File: src/rtl/lcd_init_seq_if.sv
// rtl/lcd_init_seq_if.sv - command-table read port and serializer handshake for lcd_init_seq
interface lcd_init_seq_if #(
  parameter int ADDR_W = 8
);
  logic [ADDR_W-1:0] rom_addr;
  logic [9:0]        rom_data;
  logic              tx_valid;
  logic [8:0]        tx_word;
  logic              tx_ready;

  modport master (
    output rom_addr,
    output tx_valid,
    output tx_word,
    input  rom_data,
    input  tx_ready
  );

  modport slave (
    input  rom_addr,
    input  tx_valid,
    input  tx_word,
    output rom_data,
    output tx_ready
  );
endinterface

File: src/rtl/lcd_init_seq.sv
// rtl/lcd_init_seq.sv - LCD power-up sequencer: RESX pulse, settle wait, then a table of
// 9-bit SPI words and millisecond delays terminated by an end marker or the table end.
module lcd_init_seq #(
  parameter int RESET_LOW_CYCLES  = 160,
  parameter int RESET_WAIT_CYCLES = 1920000,
  parameter int DELAY_UNIT        = 16000,
  parameter int ADDR_W            = 8
) (
  input  logic           clk,
  input  logic           rst,
  input  logic           start_i,
  output logic           busy_o,
  output logic           done_o,
  output logic           resx_o,
  lcd_init_seq_if.master bus
);

  localparam int MAX_DELAY = 255 * DELAY_UNIT;
  localparam int MAX_A     = (MAX_DELAY > RESET_WAIT_CYCLES) ? MAX_DELAY : RESET_WAIT_CYCLES;
  localparam int MAX_CNT   = (MAX_A > RESET_LOW_CYCLES) ? MAX_A : RESET_LOW_CYCLES;
  localparam int CNT_W     = $clog2(MAX_CNT + 1);

  localparam logic [CNT_W-1:0]  LOW_LAST  = CNT_W'(RESET_LOW_CYCLES - 1);
  localparam logic [CNT_W-1:0]  WAIT_LAST = CNT_W'(RESET_WAIT_CYCLES - 1);
  localparam logic [CNT_W-1:0]  UNIT      = CNT_W'(DELAY_UNIT);
  localparam logic [ADDR_W-1:0] ADDR_LAST = '1;

  typedef enum logic [2:0] {
    S_IDLE,
    S_RST_LOW,
    S_RST_WAIT,
    S_FETCH,
    S_SEND,
    S_DELAY,
    S_FIN
  } state_t;

  state_t            state_q, state_d;
  logic [CNT_W-1:0]  cnt_q, cnt_d;
  logic [ADDR_W-1:0] addr_q, addr_d;
  logic [8:0]        word_q, word_d;
  logic              resx_q, resx_d;
  logic              busy_q, busy_d;
  logic              done_q, done_d;
  logic              valid_q, valid_d;
  logic              consume;

  always_ff @(posedge clk or posedge rst) begin
    if (rst) begin
      state_q <= S_IDLE;
      cnt_q   <= '0;
      addr_q  <= '0;
      word_q  <= '0;
      resx_q  <= 1'b0;
      busy_q  <= 1'b0;
      done_q  <= 1'b0;
      valid_q <= 1'b0;
    end else begin
      state_q <= state_d;
      cnt_q   <= cnt_d;
      addr_q  <= addr_d;
      word_q  <= word_d;
      resx_q  <= resx_d;
      busy_q  <= busy_d;
      done_q  <= done_d;
      valid_q <= valid_d;
    end
  end

  always_comb begin
    state_d = state_q;
    cnt_d   = cnt_q;
    addr_d  = addr_q;
    word_d  = word_q;
    resx_d  = resx_q;
    busy_d  = busy_q;
    done_d  = done_q;
    valid_d = valid_q;
    consume = 1'b0;

    case (state_q)
      S_IDLE, S_FIN: begin
        if (start_i) begin
          state_d = S_RST_LOW;
          cnt_d   = '0;
          addr_d  = '0;
          resx_d  = 1'b0;
          busy_d  = 1'b1;
          done_d  = 1'b0;
        end
      end
      S_RST_LOW: begin
        if (cnt_q == LOW_LAST) begin
          state_d = S_RST_WAIT;
          cnt_d   = '0;
          resx_d  = 1'b1;
        end else begin
          cnt_d = cnt_q + 1'b1;
        end
      end
      S_RST_WAIT: begin
        if (cnt_q == WAIT_LAST) begin
          state_d = S_FETCH;
          cnt_d   = '0;
        end else begin
          cnt_d = cnt_q + 1'b1;
        end
      end
      S_FETCH: begin
        if (!bus.rom_data[9]) begin
          state_d = S_SEND;
          word_d  = bus.rom_data[8:0];
          valid_d = 1'b1;
        end else if (bus.rom_data[7:0] == 8'd0) begin
          state_d = S_FIN;
          busy_d  = 1'b0;
          done_d  = 1'b1;
        end else begin
          // Counts down to zero inclusive, so load one less than the cycle total.
          state_d = S_DELAY;
          cnt_d   = CNT_W'(bus.rom_data[7:0]) * UNIT - CNT_W'(1);
        end
      end
      S_SEND: begin
        if (bus.tx_ready) begin
          valid_d = 1'b0;
          consume = 1'b1;
        end
      end
      S_DELAY: begin
        if (cnt_q == '0) begin
          consume = 1'b1;
        end else begin
          cnt_d = cnt_q - 1'b1;
        end
      end
      default: state_d = S_IDLE;
    endcase

    // The last table slot ends the run instead of wrapping back to address 0.
    if (consume) begin
      if (addr_q == ADDR_LAST) begin
        state_d = S_FIN;
        busy_d  = 1'b0;
        done_d  = 1'b1;
      end else begin
        state_d = S_FETCH;
        addr_d  = addr_q + 1'b1;
      end
    end
  end

  assign resx_o       = resx_q;
  assign busy_o       = busy_q;
  assign done_o       = done_q;
  assign bus.rom_addr = addr_q;
  assign bus.tx_valid = valid_q;
  assign bus.tx_word  = word_q;

endmodule

File: src/flat_wrapper.sv
// flat-port wrapper written by rule: the top's interface ports become plain ports
module lcd_init_seq_flat 
#(
  parameter int RESET_LOW_CYCLES  = 160,
  parameter int RESET_WAIT_CYCLES = 1920000,
  parameter int DELAY_UNIT        = 16000,
  parameter int ADDR_W            = 8
)
  (clk, rst, start_i, busy_o, done_o, resx_o, bus_rom_addr, bus_tx_valid, bus_tx_word, bus_rom_data, bus_tx_ready);
  lcd_init_seq_if #(.ADDR_W(ADDR_W)) bus_i ();
  input  logic clk;
  input  logic rst;
  input  logic start_i;
  output logic busy_o;
  output logic done_o;
  output logic resx_o;
  output wire logic [$bits(bus_i.rom_addr)-1:0] bus_rom_addr;
  output wire logic [$bits(bus_i.tx_valid)-1:0] bus_tx_valid;
  output wire logic [$bits(bus_i.tx_word)-1:0] bus_tx_word;
  input wire logic [$bits(bus_i.rom_data)-1:0] bus_rom_data;
  input wire logic [$bits(bus_i.tx_ready)-1:0] bus_tx_ready;
  assign bus_rom_addr = bus_i.rom_addr;
  assign bus_tx_valid = bus_i.tx_valid;
  assign bus_tx_word = bus_i.tx_word;
  assign bus_i.rom_data = bus_rom_data;
  assign bus_i.tx_ready = bus_tx_ready;
  lcd_init_seq #(.RESET_LOW_CYCLES(RESET_LOW_CYCLES), .RESET_WAIT_CYCLES(RESET_WAIT_CYCLES), .DELAY_UNIT(DELAY_UNIT), .ADDR_W(ADDR_W)) u_core (.clk(clk), .rst(rst), .start_i(start_i), .busy_o(busy_o), .done_o(done_o), .resx_o(resx_o), .bus(bus_i));
endmodule
File: config.mk
export PLATFORM = sky130hd
export DESIGN_NAME = lcd_init_seq_flat
export DESIGN_NICKNAME = d
export VERILOG_FILES = /design/src/rtl/lcd_init_seq_if.sv /design/src/rtl/lcd_init_seq.sv /design/src/flat_wrapper.sv
export SDC_FILE = /design/constraint.sdc
export NUM_CORES = 1
export LEC_CHECK = 0
export ABC_AREA = 1
export BUFFER_PORTS_ARGS = -buffer_cell sky130_fd_sc_hd__buf_2
export CAP_MARGIN = 20
export CORE_UTILIZATION = 45
export CTS_CLUSTER_SIZE = 8
export DETAILED_ROUTE_END_ITERATION = 10
export GPL_ROUTABILITY_DRIVEN = 0
export PLACE_DENSITY_LB_ADDON = 0.2
export SYNTH_ARGS = -nofsm -noshare
export SYNTH_HDL_FRONTEND = slang
export SYNTH_SLANG_ARGS = --single-unit
export TNS_END_PERCENT = 1
File: constraint.sdc
create_clock -name clk -period 3.1 [get_ports clk]
set_clock_uncertainty 0.15 [all_clocks]
set_input_delay 0.31 -clock clk [delete_from_list [all_inputs] [get_ports clk]]
set_output_delay 0.31 -clock clk [all_outputs]
set_load 0.02 [all_outputs]
* After elaboration in Yosys (flattened, before gate mapping)
Cells that the tools add are included.
** Cells by class
- Add/sub/neg operators :: 4
- Multipliers :: 1
- Equal/unequal tests :: 20
- Multiplexer cells :: 40
- Bitwise operators :: 1
- Reduce and logical (&&, ||, !) cells :: 13
** Operator list (number)
- two-way mux 22 bit :: 6
- one-hot mux 22 bit (5 select lines) :: 1
- subtractor 22 x 1 -> 22 bit (second input constant) :: 2
- two-way mux 8 bit :: 4
- adder 22 x 1 -> 22 bit (second input constant) :: 1
- == test 22 x 21 -> 1 bit (second input constant) :: 1
- == test 22 x 8 -> 1 bit (second input constant) :: 1
- logical NOT 22 bit :: 1
- two-way mux 3 bit :: 6
- two-way mux 1 bit :: 16
- multiplier 8 x 7 -> 15 bit (second input constant) :: 1
- one-hot mux 3 bit (5 select lines) :: 1
- != test 2 bit (second input constant) :: 6
- one-hot mux 1 bit (2 select lines) :: 5
- == test 3 bit (second input constant) :: 3
- adder 8 x 1 -> 8 bit (second input constant) :: 1
- == test 8 bit (second input constant) :: 1
- logical NOT 8 bit :: 1
- == test 3 x 2 -> 1 bit (second input constant) :: 2
- != test 3 x 1 -> 1 bit (second input constant) :: 2
- AND reduction 3 bit :: 2
- AND reduction 5 bit :: 1
- nonzero test 5 bit :: 1
- != test 2 x 1 -> 1 bit (second input constant) :: 2
- 9 further kinds :: 11
** Storage, ports and cells
- Bits in registers :: 46
- Bits of input ports :: 14
- Output and inout bits :: 21
- Word-level logic and storage cells :: 87

* Longest topological paths before layout
- Word-level depth :: 6
- Mapped depth :: 25
- Depth with buffers taken out :: 24

* Least setup slack after synthesis
Ideal clock, no wire load.
- Path kind :: input to register
- Start :: input port bus_rom_data[1]
- End :: register u_core.cnt_q[17]
- Library setup time :: 0.130 ns
- Arrival time :: 3.743 ns
- Required time :: 2.820 ns
- Setup slack :: -0.923 ns
- Cell stages on the path :: 17
- Path buffers :: 0
- Cells stage by stage :: fa_1 -> inv_1 -> fa_1 -> fa_1 -> fa_1 -> inv_1 -> ha_1 -> nand2_1 -> nor2_1 -> nand3_1 -> nand2_1 -> xor2_1 -> nor2_2 -> o21ai_0 -> nand3_1 -> nand2_1 -> o21ai_0
** Between the ends
- Longest elaborated chain between the ends :: 5
- Elaborated cells between the ends (all ways) :: 8
- Classes of those cells :: add/sub (1); mul (1); eq/ne (1); mux (3); reduce/logical (2)
** RTL lines
- start, declared :: RTL line flat_wrapper.sv:20 : input wire logic [$bits(bus_i.rom_data)-1:0] bus_rom_data;
- multiplier 8 x 7 -> 15 bit :: RTL line lcd_init_seq.sv:121 : cnt_d = CNT_W'(bus.rom_data[7:0]) * UNIT - CNT_W'(1);
- subtractor 22 x 1 -> 22 bit :: RTL line lcd_init_seq.sv:121
- two-way mux 22 bit :: RTL line lcd_init_seq.sv:114 : end else if (bus.rom_data[7:0] == 8'd0) begin
- two-way mux 22 bit :: RTL line lcd_init_seq.sv:110 : if (!bus.rom_data[9]) begin
- one-hot mux 22 bit (5 select lines) :: RTL line lcd_init_seq.sv:81 : case (state_q)
- end signal, assigned :: RTL line lcd_init_seq.sv:60 : cnt_q <= cnt_d;
- end, declared :: RTL line lcd_init_seq.sv:39 : logic [CNT_W-1:0] cnt_q, cnt_d;
Several ways; a longest one is shown, not always the timed one. The select of a mux whose other input is x is not followed.
A chain may end at the register's enable or synchronous reset.

* Final worst setup path
- Start :: input port bus_rom_data[2]
- End :: register u_core.cnt_q[16]
The elaborated chain is that of the path after synthesis.

==> results.toml <==
[floorplanning]
die_area_um2 = 12300
coreArea_um2 = 11500
die_w_um = 111
rows = 39
initial_utilization = 0.465
ios = 35
dieHeight_um = 111

[clock_tree]
clkTransAtPathRegs_ps = 70
clockRootBuffer = "clkbuf_16"
clkLatencyLatePin_ps = 300
clock_path_buffers = 2
clock-sinks = 46
htree_levels = 2
tritoncts = "yes"
cts-buffers-inserted = 5

[synthesis]
syn_nets = 831
synth.avg_cell_area_um2 = 7.11
netlist_area_um2 = 5330
netlist_instances = 750
ys_warn_count = 0
ys_ff_latch = 46
synth_cell_types = 50
synth_seq_area_share = 0.216

[timing]
fmax_ghz = 0.256
post-route-period-util = 1.26
period_needed_ps = 3900
slew_headroom = 0.611
finalSetupViolations = 11
hold_slack_ps = 57.6
fin_ws_ps = -800
grt_setup_unrepaired = "yes"
worstMarginPinSlew_ps = 582
slew_viol_final = 0
final-hold-violation-count = 0

[setup_path]
critPathRequiredTime_ps = 3170
crit_type = "in2reg"
r2r_slack_ps = 690
startpoint_type = "input pin"
timing.rr.end = "u_core.cnt_q[3]"
cp_max_fo = 5
cp.arrival_ps = 3970
r2r-start = "u_core.state_q[0]"
r2r_cells = 9
cp-end-kind = "flop"

[place]
dp.cells = 957
numPortBuffers = 34
dp_hpwl_um = 10700
pre_cts_slack_ps = -1130

[power_and_ir_drop]
p_leak_uw = 0.00310
p_switching_uw = 2830
max-vdd-ir-drop_mv = 0.454
power_frac_seq = 0.184
power.total_uw = 5390
power.internal_uw = 2560
comb_power_share = 0.712
power_frac_clock = 0.104
switching_share = 0.525
powerDensity_nw_per_um2 = 863

[grt]
grt_overflow = 0
grt_pass1_wl_um = 22700
antenna_found_initial = 0
grtUsageTotal = 0.225
grt_max_degree = 47
grt_pass1_vias = 4899

[run_status]
violations = "negative setup slack"
outcome = "complete, but fails checks"

[layout]
fin_cells = 968
final_util = 0.545
n_antenna_cell = 0
syn_to_final_growth_pct = 17.2
drive_above_1_share = 0.217
fin_nets = 905

[detailed_routing]
drc = 0
wl_um = 13400
antenna_left = 0
num_vias = 5079
dr.pass1.iters = 5
wl_per_cell_um = 13.8
via_per_inst = 5.25
drt_iter0_markers = 311

[hold_path]
hold_depth = 3
worstHoldStart = "bus_rom_data[8]"
whs_endpoint = "u_core.bus.tx_word[8]"
hp-class = "in2reg"

[run]
maxCapViolCount = 0
[critical path, stage by stage]
cell and delay (ps):
buf_2 130, fa_1 530, xor2_1 190, ha_1 310
fa_1 480, inv_1 50, fa_1 490, inv_2 50
ha_4 300, inv_2 50, nand2_2 70, nand2_1 50
nand2_1 70, nand2_2 100, nor2_4 140, nand3_2 120
buf_4 150, a21oi_1 170, o21ai_0 90, o21ai_1 110
[cell usage in the layout, fill, tap and decap left out, types with 9 or more instances in the layout]
cell	synthesis	layout
nand2_1	168	162
inv_1	114	106
nand3_1	55	54
o21ai_0	56	54
buf_4	2	52
nor2_1	49	48
dfrtp_1	46	46
ha_1	46	40
buf_2	7	33
xor2_1	23	22
fa_1	21	21
a21oi_1	22	19
inv_2	9	17
nand2_2	11	16
nor3_1	14	14
nand4_1	13	13
o21ai_1	11	12
nor2_4	8	11
nor2_2	11	9
[stage by stage]
stage / setup TNS (ps) / instance area, µm²
after floorplan: -5880 / 5400
after global placement: -9840 / 5980
after detailed placement: -10600 / 5980
after CTS: -6880 / 6160
after global routing: -9080 / 6250
final: -6880 / 6250
[power by group through the flow]
| stage | Clock (µW) | Sequential [µW] | Combinational [µW] |
|---|---|---|---|
| global route | 592 | 1020 | 4340 |
| detailed placement | 0 | 993 | 3700 |
| global placement | 0 | 989 | 3620 |
| CTS | 571 | 987 | 3770 |
| finish | 561 | 993 | 3840 |
| floorplan | 0 | 981 | 2770 |
[cell usage after synthesis, drive strengths merged]
library cell,count,area share
nand2,180,0.13
inv,124,0.088
nor2,68,0.064
o21ai,67,0.063
nand3,62,0.066
dfrtp,46,0.22
ha,46,0.11
a21oi,23,0.022
xor2,23,0.038
fa,21,0.079
buf,17,0.026
nor3,17,0.020
nand4,14,0.018
nor4,6,0.0070
nand3b,4,0.0056
o211ai,4,0.0056
clkbuf,3,0.0021
o221ai,3,0.0049
xnor2,3,0.0049
a31oi,2,0.0023
and2,2,0.0023
mux2i,2,0.0038
o31ai,2,0.0038
or2,2,0.0028
a211oi,1,0.0023
a221oi,1,0.0016
a311oi,1,0.0016
and3,1,0.0012
clkinv,1,0.00070
o211a,1,0.0019
o22ai,1,0.0012
o32ai,1,0.0016
o41ai,1,0.0016
[cell type report]
cell class / instances / area [µm²]
clock buffer: 5 / 125
inverter: 125 / 472
sequential: 46 / 1150
multi-input combinational: 559 / 3710
tap: 143 / 179
fill: 1070 / 5220
timing repair buffer: 87 / 586
clock inverter: 3 / 21.3
[sequential cells by signal (all words and copies together) (netlist names)]
register             cells
u_core.bus.tx_valid      1
u_core.cnt_q            22
u_core.bus.tx_word       9
u_core.done_o            1
u_core.busy_o            1
u_core.resx_o            1
u_core.state_q           3
u_core.bus.rom_addr      8
[repair_timing]
item / CTS / global route
gates resized for setup: 9 / 10
setup buffers: 0 / 1
endpoints found under the hold margin: 0 / 12
cloned: 0 / 0
hold buffers: 0 / 1
pin swaps: 3 / 3
setup endpoints to repair: 10 / 11
[per-layer routing]
layer | vias to the layer above | global-route usage | wire [µm]
met5 | - | 0 | 0
met4 | 0 | 0.0676 | 309
li1 | 2583 | - | -
met2 | 118 | 0.387 | 6520
met1 | 2348 | 0.293 | 5920
met3 | 30 | 0.0317 | 623
[kinds of logic after synthesis]
logic type                 count (synthesis)  synth area share
and+or+nand+nor                          356             0.320
DFF                                       46             0.216
muxes                                      2           0.00375
xor gates and xnor gates                  26            0.0427
buffers and inverters                    145             0.117
adders and majority gates                 67             0.187
AOI/OAI and AO/OA                        108             0.114
[how the worst max path moves through the flow]
stage / from / endpoint / slack, ps / cells after the start
floorplan: bus_rom_data[2] / u_core.cnt_q[19] / -750 / 21
global placement: bus_rom_data[2] / u_core.cnt_q[19] / -1050 / 23
detailed placement: bus_rom_data[2] / u_core.cnt_q[19] / -1130 / 22
CTS: bus_rom_data[1] / u_core.cnt_q[16] / -790 / 20
global route: bus_rom_data[2] / u_core.cnt_q[20] / -1020 / 23
finish: bus_rom_data[2] / u_core.cnt_q[16] / -800 / 20
Power figures use the tool's default switching activity.
